$ cat config.mk
export PLATFORM = sky130hd
export DESIGN_NAME = mac_result_fifo
export DESIGN_NICKNAME = d
export VERILOG_FILES = /design/src/rtl/mac_pkg.sv /design/src/rtl/mac_fifo_mem.sv /design/src/rtl/mac_result_fifo.sv
export SDC_FILE = /design/constraint.sdc
export NUM_CORES = 1
export LEC_CHECK = 0
export CORE_ASPECT_RATIO = 1.1
export CORE_MARGIN = 3
export CORE_UTILIZATION = 45
export CTS_CLUSTER_DIAMETER = 30
export DETAILED_ROUTE_END_ITERATION = 8
export PLACE_DENSITY = 0.76
export REMOVE_ABC_BUFFERS = 1
export SLEW_MARGIN = 15
export SYNTH_ARGS = -nofsm -noshare
export SYNTH_HDL_FRONTEND = slang
export SYNTH_SLANG_ARGS = --single-unit
$ cat constraint.sdc
create_clock -name clk -period 5.8 [get_ports clk]
set_clock_uncertainty 0.15 [all_clocks]
set_input_delay 0.87 -clock clk [delete_from_list [all_inputs] [get_ports clk]]
set_output_delay 0.87 -clock clk [all_outputs]
set_load 0.01 [all_outputs]
$ cat src/rtl/mac_pkg.sv
// Shared types and sizes for the MAC result path.
//   MAC_DATA_W     : width of a MAC result.
//   mac_data_t     : one MAC result word.
//   MAC_FIFO_DEPTH : default number of result FIFO entries.
package mac_pkg;

  localparam int unsigned MAC_DATA_W     = 32;
  localparam int unsigned MAC_FIFO_DEPTH = 4;

  typedef logic [MAC_DATA_W-1:0] mac_data_t;

endpackage

$ cat src/rtl/mac_fifo_mem.sv
// Result storage for mac_result_fifo: DEPTH x DATA_W register array with a
// synchronous write port and an asynchronous read port. The array has no reset.
// Ports:
//   clk     : rising-edge clock
//   i_we    : write enable
//   i_waddr : write address
//   i_wdata : write data
//   i_raddr : read address
//   o_rdata : read data (combinational from i_raddr)
import mac_pkg::*;

module mac_fifo_mem #(
  parameter  int unsigned DATA_W = MAC_DATA_W,
  parameter  int unsigned DEPTH  = MAC_FIFO_DEPTH,
  localparam int unsigned AW     = $clog2(DEPTH)
) (
  input  logic              clk,
  input  logic              i_we,
  input  logic [AW-1:0]     i_waddr,
  input  logic [DATA_W-1:0] i_wdata,
  input  logic [AW-1:0]     i_raddr,
  output logic [DATA_W-1:0] o_rdata
);

  logic [DATA_W-1:0] r_mem [DEPTH];

  // Write port
  always_ff @(posedge clk) begin
    if (i_we) r_mem[i_waddr] <= i_wdata;
  end

  // Read port
  assign o_rdata = r_mem[i_raddr];

endmodule

$ cat src/rtl/mac_result_fifo.sv
// First-word-fall-through FIFO that captures every result from the a*b+c MAC
// stage and re-presents it to a valid/ready consumer. The producer cannot be
// stalled, so a result arriving while full with no pop is dropped and the
// sticky overflow flag is raised.
// Optional build macro: MAC_RESULT_FIFO_STATS_EN adds drop_cnt and hwm.
// Ports:
//   clk, rst  : clock, asynchronous active-high reset
//   validi    : result strobe from the MAC stage
//   data_in   : result from the MAC stage
//   readyi    : consumer ready
//   clr_ovf   : clear sticky overflow (a same-cycle drop wins)
//   valido    : head entry valid
//   data_out  : head entry, 0 while empty
//   full      : count == DEPTH
//   empty     : count == 0
//   count     : occupancy 0..DEPTH
//   overflow  : sticky, at least one result was dropped
//   drop_cnt  : (stats) saturating drop counter, cleared by clr_ovf
//   hwm       : (stats) maximum occupancy since reset
import mac_pkg::*;

module mac_result_fifo #(
  parameter  int unsigned DATA_W = MAC_DATA_W,
  parameter  int unsigned DEPTH  = MAC_FIFO_DEPTH,
  localparam int unsigned AW     = $clog2(DEPTH)
) (
  input  logic              clk,
  input  logic              rst,
  input  logic              validi,
  input  logic [DATA_W-1:0] data_in,
  input  logic              readyi,
  input  logic              clr_ovf,
  output logic              valido,
  output logic [DATA_W-1:0] data_out,
  output logic              full,
  output logic              empty,
  output logic [AW:0]       count,
  output logic              overflow
`ifdef MAC_RESULT_FIFO_STATS_EN
  ,
  output logic [15:0]       drop_cnt,
  output logic [AW:0]       hwm
`endif
);

  localparam int unsigned CW = AW + 1;

  logic [AW-1:0]     r_wr_ptr;
  logic [AW-1:0]     r_rd_ptr;
  logic [CW-1:0]     r_count;
  logic              r_overflow;

  logic              w_full;
  logic              w_empty;
  logic              w_pop;
  logic              w_push;
  logic              w_drop;
  logic [DATA_W-1:0] w_rdata;

  // Status is decoded from the registered occupancy only
  assign w_full  = (r_count == CW'(DEPTH));
  assign w_empty = (r_count == '0);

  // A pop frees the slot the push needs, so a full FIFO still accepts on pop
  assign w_pop  = !w_empty && readyi;
  assign w_push = validi && (!w_full || w_pop);
  assign w_drop = validi && w_full && !readyi;

  mac_fifo_mem #(
    .DATA_W (DATA_W),
    .DEPTH  (DEPTH)
  ) u_mem (
    .clk     (clk),
    .i_we    (w_push),
    .i_waddr (r_wr_ptr),
    .i_wdata (data_in),
    .i_raddr (r_rd_ptr),
    .o_rdata (w_rdata)
  );

  // Pointers and occupancy; pointers wrap naturally over AW bits
  always_ff @(posedge clk or posedge rst) begin
    if (rst) begin
      r_wr_ptr <= '0;
      r_rd_ptr <= '0;
      r_count  <= '0;
    end else begin
      if (w_push) r_wr_ptr <= r_wr_ptr + AW'(1);
      if (w_pop)  r_rd_ptr <= r_rd_ptr + AW'(1);
      if (w_push && !w_pop)      r_count <= r_count + CW'(1);
      else if (w_pop && !w_push) r_count <= r_count - CW'(1);
    end
  end

  // Sticky overflow; a drop in the clearing cycle keeps it set
  always_ff @(posedge clk or posedge rst) begin
    if (rst)          r_overflow <= 1'b0;
    else if (w_drop)  r_overflow <= 1'b1;
    else if (clr_ovf) r_overflow <= 1'b0;
  end

`ifdef MAC_RESULT_FIFO_STATS_EN
  logic [15:0]   r_drop_cnt;
  logic [CW-1:0] r_hwm;

  // Saturating drop counter; clearing alongside a drop leaves one recorded
  always_ff @(posedge clk or posedge rst) begin
    if (rst)                             r_drop_cnt <= '0;
    else if (clr_ovf)                    r_drop_cnt <= w_drop ? 16'd1 : 16'd0;
    else if (w_drop && !(&r_drop_cnt))   r_drop_cnt <= r_drop_cnt + 16'd1;
  end

  // High-water mark tracks the registered count, so it lags count by a cycle
  always_ff @(posedge clk or posedge rst) begin
    if (rst)                  r_hwm <= '0;
    else if (r_count > r_hwm) r_hwm <= r_count;
  end

  assign drop_cnt = r_drop_cnt;
  assign hwm      = r_hwm;
`endif

  assign valido   = !w_empty;
  assign data_out = w_empty ? '0 : w_rdata;
  assign full     = w_full;
  assign empty    = w_empty;
  assign count    = r_count;
  assign overflow = r_overflow;

endmodule

==> results of run 1 <==
## cells in the final DEF, fill, tap and decap left out
cell,count
edfxtp_1,128
clkinv_4,2
nor2_1,1
clkbuf_16,17
o21a_4,1
clkinvlp_4,2
nand2_1,1
xnor2_1,4
mux2_4,1
dfrtp_2,2
ha_1,5
o32ai_1,1
dfrtp_1,6
clkdlybuf4s50_1,75
clkbuf_1,1
xor2_1,2
mux4_1,3
inv_1,8
clkinv_1,2
buf_4,1
or3_2,1
nand3_1,1
or3b_1,1
mux2_2,1
mux4_2,29
clkinv_2,3
bufinv_16,5
fa_1,1
and2_1,32
and2_2,4
## logic make-up after synthesis
family	synth area share
compound gates	0.00446
xor+xnor	0.00986
fa+ha+maj	0.0155
buf+inv	0.0204
flops	0.759
mux	0.142
simple gates	0.0484
## layer usage
layer,GRT usage,part of all wire
met5,0,0
met2,0.248,0.51
met4,0.0561,0.013
met1,0.198,0.41
met3,0.0619,0.062
## worst max-delay path by stage
stage | from | to | slack [ps]
5_1_grt | r_rd_ptr[0]$_DFFE_PP0P_ | data_out[23] | 1830
3_3_place_gp | r_rd_ptr[0]$_DFFE_PP0P_ | data_out[23] | 2450
4_1_cts | r_rd_ptr[0]$_DFFE_PP0P_ | data_out[23] | 1960
6_report | r_rd_ptr[0]$_DFFE_PP0P_ | data_out[23] | 2050
3_5_place_dp | r_rd_ptr[0]$_DFFE_PP0P_ | data_out[23] | 2430
2_1_floorplan | r_rd_ptr[0]$_DFFE_PP0P_ | data_out[17] | 2520
## flip-flops by register name, summed over array words and instances (netlist names)
register / count
count: 3
u_mem.r_mem: 128
r_wr_ptr: 2
overflow: 1
r_rd_ptr: 2
## final cells by class
type	count	area share
Clock buffer	18	0.0628
Tap cell	150	0.0275
Multi-Input combinational cell	89	0.172
Timing Repair Buffer	76	0.111
Inverter	8	0.00439
Clock inverter	14	0.0300
Sequential cell	136	0.592
## synth_stat cells
library cell  instances  area (µm²)
and2_1               32         200
and2_2                4        30.0
buf_2                 3        15.0
buf_6                 4        45.0
clkbuf_1              5        18.8
dfrtp_1               8         200
edfxtp_1            128        3840
fa_1                  1        20.0
ha_1                  5        62.6
inv_1                 8        30.0
mux2_2                1        11.3
mux2_4                1        15.0
mux4_1                3        78.8
mux4_2               29         653
nand2_1               1        3.75
nand3_1               1        5.00
nor2_1                1        3.75
o21a_4                1        15.0
o32ai_1               1        8.76
or3_1                 1        6.26
or3b_1                1        8.76
xnor2_1               4        35.0
xor2_1                2        17.5
## worst reg2reg max path, cell delays in order, from the launching register on
cell and delay, ps:
dfrtp_1 450, or3_2 810, nand2_1 230, ha_1 200
inv_1 60, fa_1 370, xor2_1 150, nor2_1 110
xor2_1 160
## where the power goes
part / switching [µW] / total [µW] / internal, µW / leakage, µW
logic: 498 / 1210 / 710 / 0.000739
registers: 118 / 1420 / 1300 / 0.00127
clock network: 377 / 1130 / 757 / 0.000305
## stage by stage
step / util / setup WS (ps) / power [µW] / std cells / cell area [µm²]
2_1_floorplan: - / 2520 / 2080 / 233 / 5250
3_3_place_gp: 0.537 / 2450 / 2660 / 459 / 6200
3_5_place_dp: 0.537 / 2430 / 2680 / 459 / 6200
4_1_cts: 0.592 / 1960 / 3820 / 491 / 6830
5_1_grt: 0.592 / 1830 / 3970 / 491 / 6830
6_report: 0.592 / 2050 / 3760 / 491 / 6830
==> metrics.md, run 1 <==
| Metric | Value |
|---|---|
| DIE WIDTH | `110 µm` |
| Multi-input logic area | `1180 µm²` |
| Hold Path End | `count[2]$_DFFE_PP0P_` |
| Hold-critical path depth | `1` |
| Crit end category | `output port` |
| Final number of max-transition violations | `0` |
| Via density | `5.13` |
| Crit path max-delay family | `buffers and inverters` |
| Seq/Total Area, Yosys | `0.759` |
| Flops & latches, synth | `136` |
| Slowest cell on the critical path | `mux4_1` |
| Synthesized cell area | `5330 µm²` |
| Core ar. | `11500 µm²` |
| Nets@finish | `371` |
| Data arrival, critical path | `2730 ps` |
| Root buffer cell | `clkbuf_16` |
| Syn_area_per_cell | `21.7 µm²` |
| Vias in the first global route | `2794` |
| CP Launch Type | `register` |
| Largest net degree at the start of global routing | `37` |
| Wirelength per Cell | `18.8 µm` |
| Detailed Route WL | `9230 µm` |
| Pwr/cell area | `551 nW/µm²` |
| Routed Antenna Nets | `0` |
| # Post-CTS Setup Buffers | `0` |
| Crit path max fanout | `27` |
| Io pins | `76` |
| Worst reg2reg setup slack | `3030 ps` |
| Max_cap viols | `0` |
| Unrepaired setup endpoints after global routing | `false` |
| Seq. cell area | `4050 µm²` |
| CTS clk-pin slew, worst paths | `60 ps` |
| Initial DRC Count | `130` |
| Site Rows | `41` |
| Final setup fails | `0` |
| Post-CTS resize count | `0` |
| Worst r2r src | `count[0]$_DFFE_PP0P_` |
| Setup TNS | `0 ps` |
| Period Utilization, post-route | `0.647` |
| Placer Congestion | `0.654` |
| Final min period | `3750 ps` |
| Min Hold Slack | `346 ps` |
| Number of remaining DRC errors | `0` |
| Slowest stage delay, CP | `620 ps` |
| Synth unique cells | `23` |
| Crit path cell chain | `buf_4, mux4_1, and2_1, clkdlybuf4s50_1` |
| Port bufs | `75` |
| CP Data Required Time | `4780 ps` |
| CTS tree | `built` |
| Rel. slew slack | `0.398` |
| R2R depth | `8` |
| Ant. Diodes | `0` |
| Vias | `2517` |
| Worst R2R End | `count[2]$_DFFE_PP0P_` |
| CTS Buf Count | `17` |
| Initial Utilization | `0.462` |
| Classification of the worst setup path | `reg2out` |
| Total die area | `13200 µm²` |
| Crit. path cell count | `4` |
| Final Hold Viols | `0` |
| First-pass GRT wire length | `14800 µm` |
| Peak VDD IR | `0.000328 V` |
| Worst Tran Pin Value | `903 ps` |
| Area grow syn2layout | `28.3%` |
| Leakage power | `0.00231 µW` |
| Fillers | `867` |
| CTS H-tree lvls | `4` |
| Fmax | `266 MHz` |
| Worst min-delay path class | `reg2reg` |
| Die height | `120 µm` |
| Max Root-Sink Buffers | `2` |
| Layout cells sized above 1 | `0.202` |
| Total grt overflow | `0` |
| Worst hold start | `count[2]$_DFFE_PP0P_` |
| WP buf/inv | `2` |
| Synth Instances | `245` |
| Status | `finished, final reports clean` |
| # hold bufs at CTS | `0` |
| Total GRT Usage | `0.157` |
| Clk_lat worst skew | `410 ps` |
| Ys Warns | `0` |
| Initial antenna violation count | `0` |
| Clk sinks | `136` |
| Dpl hpwl | `5400 µm` |
| 1st-pass router iterations | `4` |
Note: power is estimated with default switching activity, not from simulation.
==> run 2: changes to the inputs <==
==> constraint.sdc (replaced) <==
create_clock -name clk -period 3.46 [get_ports clk]
set_clock_uncertainty 0.15 [all_clocks]
set_input_delay 0.519 -clock clk [delete_from_list [all_inputs] [get_ports clk]]
set_output_delay 0.519 -clock clk [all_outputs]
set_load 0.01 [all_outputs]
==> metrics.md, run 2 (synthesized netlist as in run 1, its figures left out) <==
| Metric | Value |
|---|---|
| 1st-pass router iterations | `4 (unchanged)` |
| Crit path max fanout | `21 (-22%)` |
| Initial antenna violation count | `1 (+1)` |
| Min Hold Slack | `216 ps (-130 ps)` |
| Largest Register | `u_mem.r_mem` |
| Post-CTS resize count | `0 (unchanged)` |
| Leakage power | `0.00231 µW (-0.14%)` |
| CTS H-tree lvls | `4 (unchanged)` |
| Classification of the worst setup path | `reg2out` |
| Final Hold Viols | `0 (unchanged)` |
| Via density | `5.18 (+0.97%)` |
| Commonest cells after routing, fill and taps aside | `edfxtp_1 (128), clkdlybuf4s50_1 (75), and2_1 (32)` |
| Routed Antenna Nets | `0 (unchanged)` |
| Fmax | `325 MHz` |
| # hold bufs at CTS | `0 (unchanged)` |
| Data arrival, critical path | `2410 ps (-320 ps)` |
| Area grow syn2layout | `27.9%` |
| CP Launch Type | `register` |
| Final number of max-transition violations | `0 (unchanged)` |
| Pre-CTS setup slack | `762 ps (-1670 ps)` |
| Max_cap viols | `0 (unchanged)` |
| Period Utilization, post-route | `0.890` |
| Status | `finished, final reports clean` |
| Most common cell after layout, fill and taps aside | `edfxtp_1` |
| CTS clk-pin slew, worst paths | `60 ps (about the same)` |
| Worst min-delay path class | `in2async` |
| Port bufs | `75 (unchanged)` |
| Rel. slew slack | `0.630 (+0.233)` |
| Worst Setup Slack, final | `381 ps (-1670 ps)` |
| Detailed Route WL | `9420 µm (+2.0%)` |
| Layout cells sized above 1 | `0.206 (+0.00337)` |
| Total die area | `13200 µm² (unchanged)` |
| Io pins | `76 (unchanged)` |
| Site Rows | `41 (unchanged)` |
| Wirelength per Cell | `18.8 µm (+0.16%)` |
| Ant. Diodes | `0 (unchanged)` |
| Placer Congestion | `0.706 (+8.0%)` |
| Total grt overflow | `0 (unchanged)` |
| Fillers | `867 (unchanged)` |
| Die height | `120 µm (unchanged)` |
| Core ar. | `11500 µm² (unchanged)` |
| Worst reg2reg setup slack | `910 ps (-2120 ps)` |
| DIE WIDTH | `110 µm (unchanged)` |
| Worst Tran Pin Value | `554 ps (-349 ps)` |
| Root buffer cell | `clkbuf_16` |
| Clk sinks | `136 (unchanged)` |
| Largest net degree at the start of global routing | `23 (-38%)` |
| Pwr/cell area | `892 nW/µm² (+62%)` |
| Layout Utilization | `0.590 (-0.00163)` |
| Number of remaining DRC errors | `0 (unchanged)` |
| Initial DRC Count | `76 (-42%)` |
| Crit end category | `output port` |
| Dpl hpwl | `5900 µm (+9.2%)` |
| First-pass GRT wire length | `14900 µm (+0.70%)` |
| CTS tree | `built` |
| Unrepaired setup endpoints after global routing | `false` |
| Max reg flops | `128 (unchanged)` |
| Total GRT Usage | `0.158 (+0.000712)` |
| Vias in the first global route | `2800 (+0.21%)` |
| Clk_lat worst skew | `410 ps (about the same)` |
| Final min period | `3080 ps` |
| CP Data Required Time | `2790 ps (-1990 ps)` |
| Initial Utilization | `0.462 (unchanged)` |
| Peak VDD IR | `0.000448 V (+36%)` |
| Nets@finish | `380 (+2.4%)` |
| CTS Buf Count | `17 (unchanged)` |
| Vias | `2588 (+2.8%)` |
| Setup TNS | `0 ps (unchanged)` |
| Max Root-Sink Buffers | `2 (unchanged)` |
| # Post-CTS Setup Buffers | `0 (unchanged)` |
| Final setup fails | `0 (unchanged)` |
run 2: cell type report:
class / instances / area [µm²] / share of cell area
Clock inverter: 10 / 80.1 / 0.0118
Multi-Input combinational cell: 89 / 1170 / 0.172
Inverter: 8 / 30.0 / 0.00441
Timing Repair Buffer: 85 / 851 / 0.125
Clock buffer: 22 / 444 / 0.0652
Tap cell: 150 / 188 / 0.0275
Sequential cell: 136 / 4050 / 0.594
run 2: through the flow:
stage	power [µW]	cell area, µm²	std cells
after floorplan	3490	5250	233
after global placement	4540	6290	468
after detailed placement	4580	6290	468
after CTS	6180	6810	500
after global routing	6400	6810	500
final	6080	6810	500
run 2: routing by layer:
| layer | share of wire | track usage | vias to the layer above | wire, µm |
|---|---|---|---|---|
| met4 | 0.016 | 0.0616 | 2 | 146 |
| li1 | - | - | 1159 | - |
| met2 | 0.51 | 0.253 | 71 | 4760 |
| met3 | 0.054 | 0.0559 | 18 | 509 |
| met1 | 0.42 | 0.197 | 1338 | 3990 |
| met5 | 0.00085 | 0 | - | 8 |
run 2: power breakdown:
part | switching [µW] | internal (µW)
Sequential | 149 | 2180
Combinational | 919 | 1250
Clock | 608 | 975
run 2: path summary, 6_finish.rpt:
kind,from,to,cells after the start
max,count[0]$_DFFE_PP0P_,data_out[7],4
min,rst,count[1]$_DFFE_PP0P_,2
max reg2reg,count[0]$_DFFE_PP0P_,count[2]$_DFFE_PP0P_,8
min reg2reg,count[2]$_DFFE_PP0P_,count[2]$_DFFE_PP0P_,1
max in group asynchronous,rst,r_rd_ptr[1]$_DFFE_PP0P_,2
min in group clk,count[2]$_DFFE_PP0P_,count[2]$_DFFE_PP0P_,1
run 2: worst max-delay path: stages (launching register included):
cell,delay (ps)
dfrtp_1,440
or3_1,610
buf_4,310
and2_1,170
clkdlybuf4s50_1,470
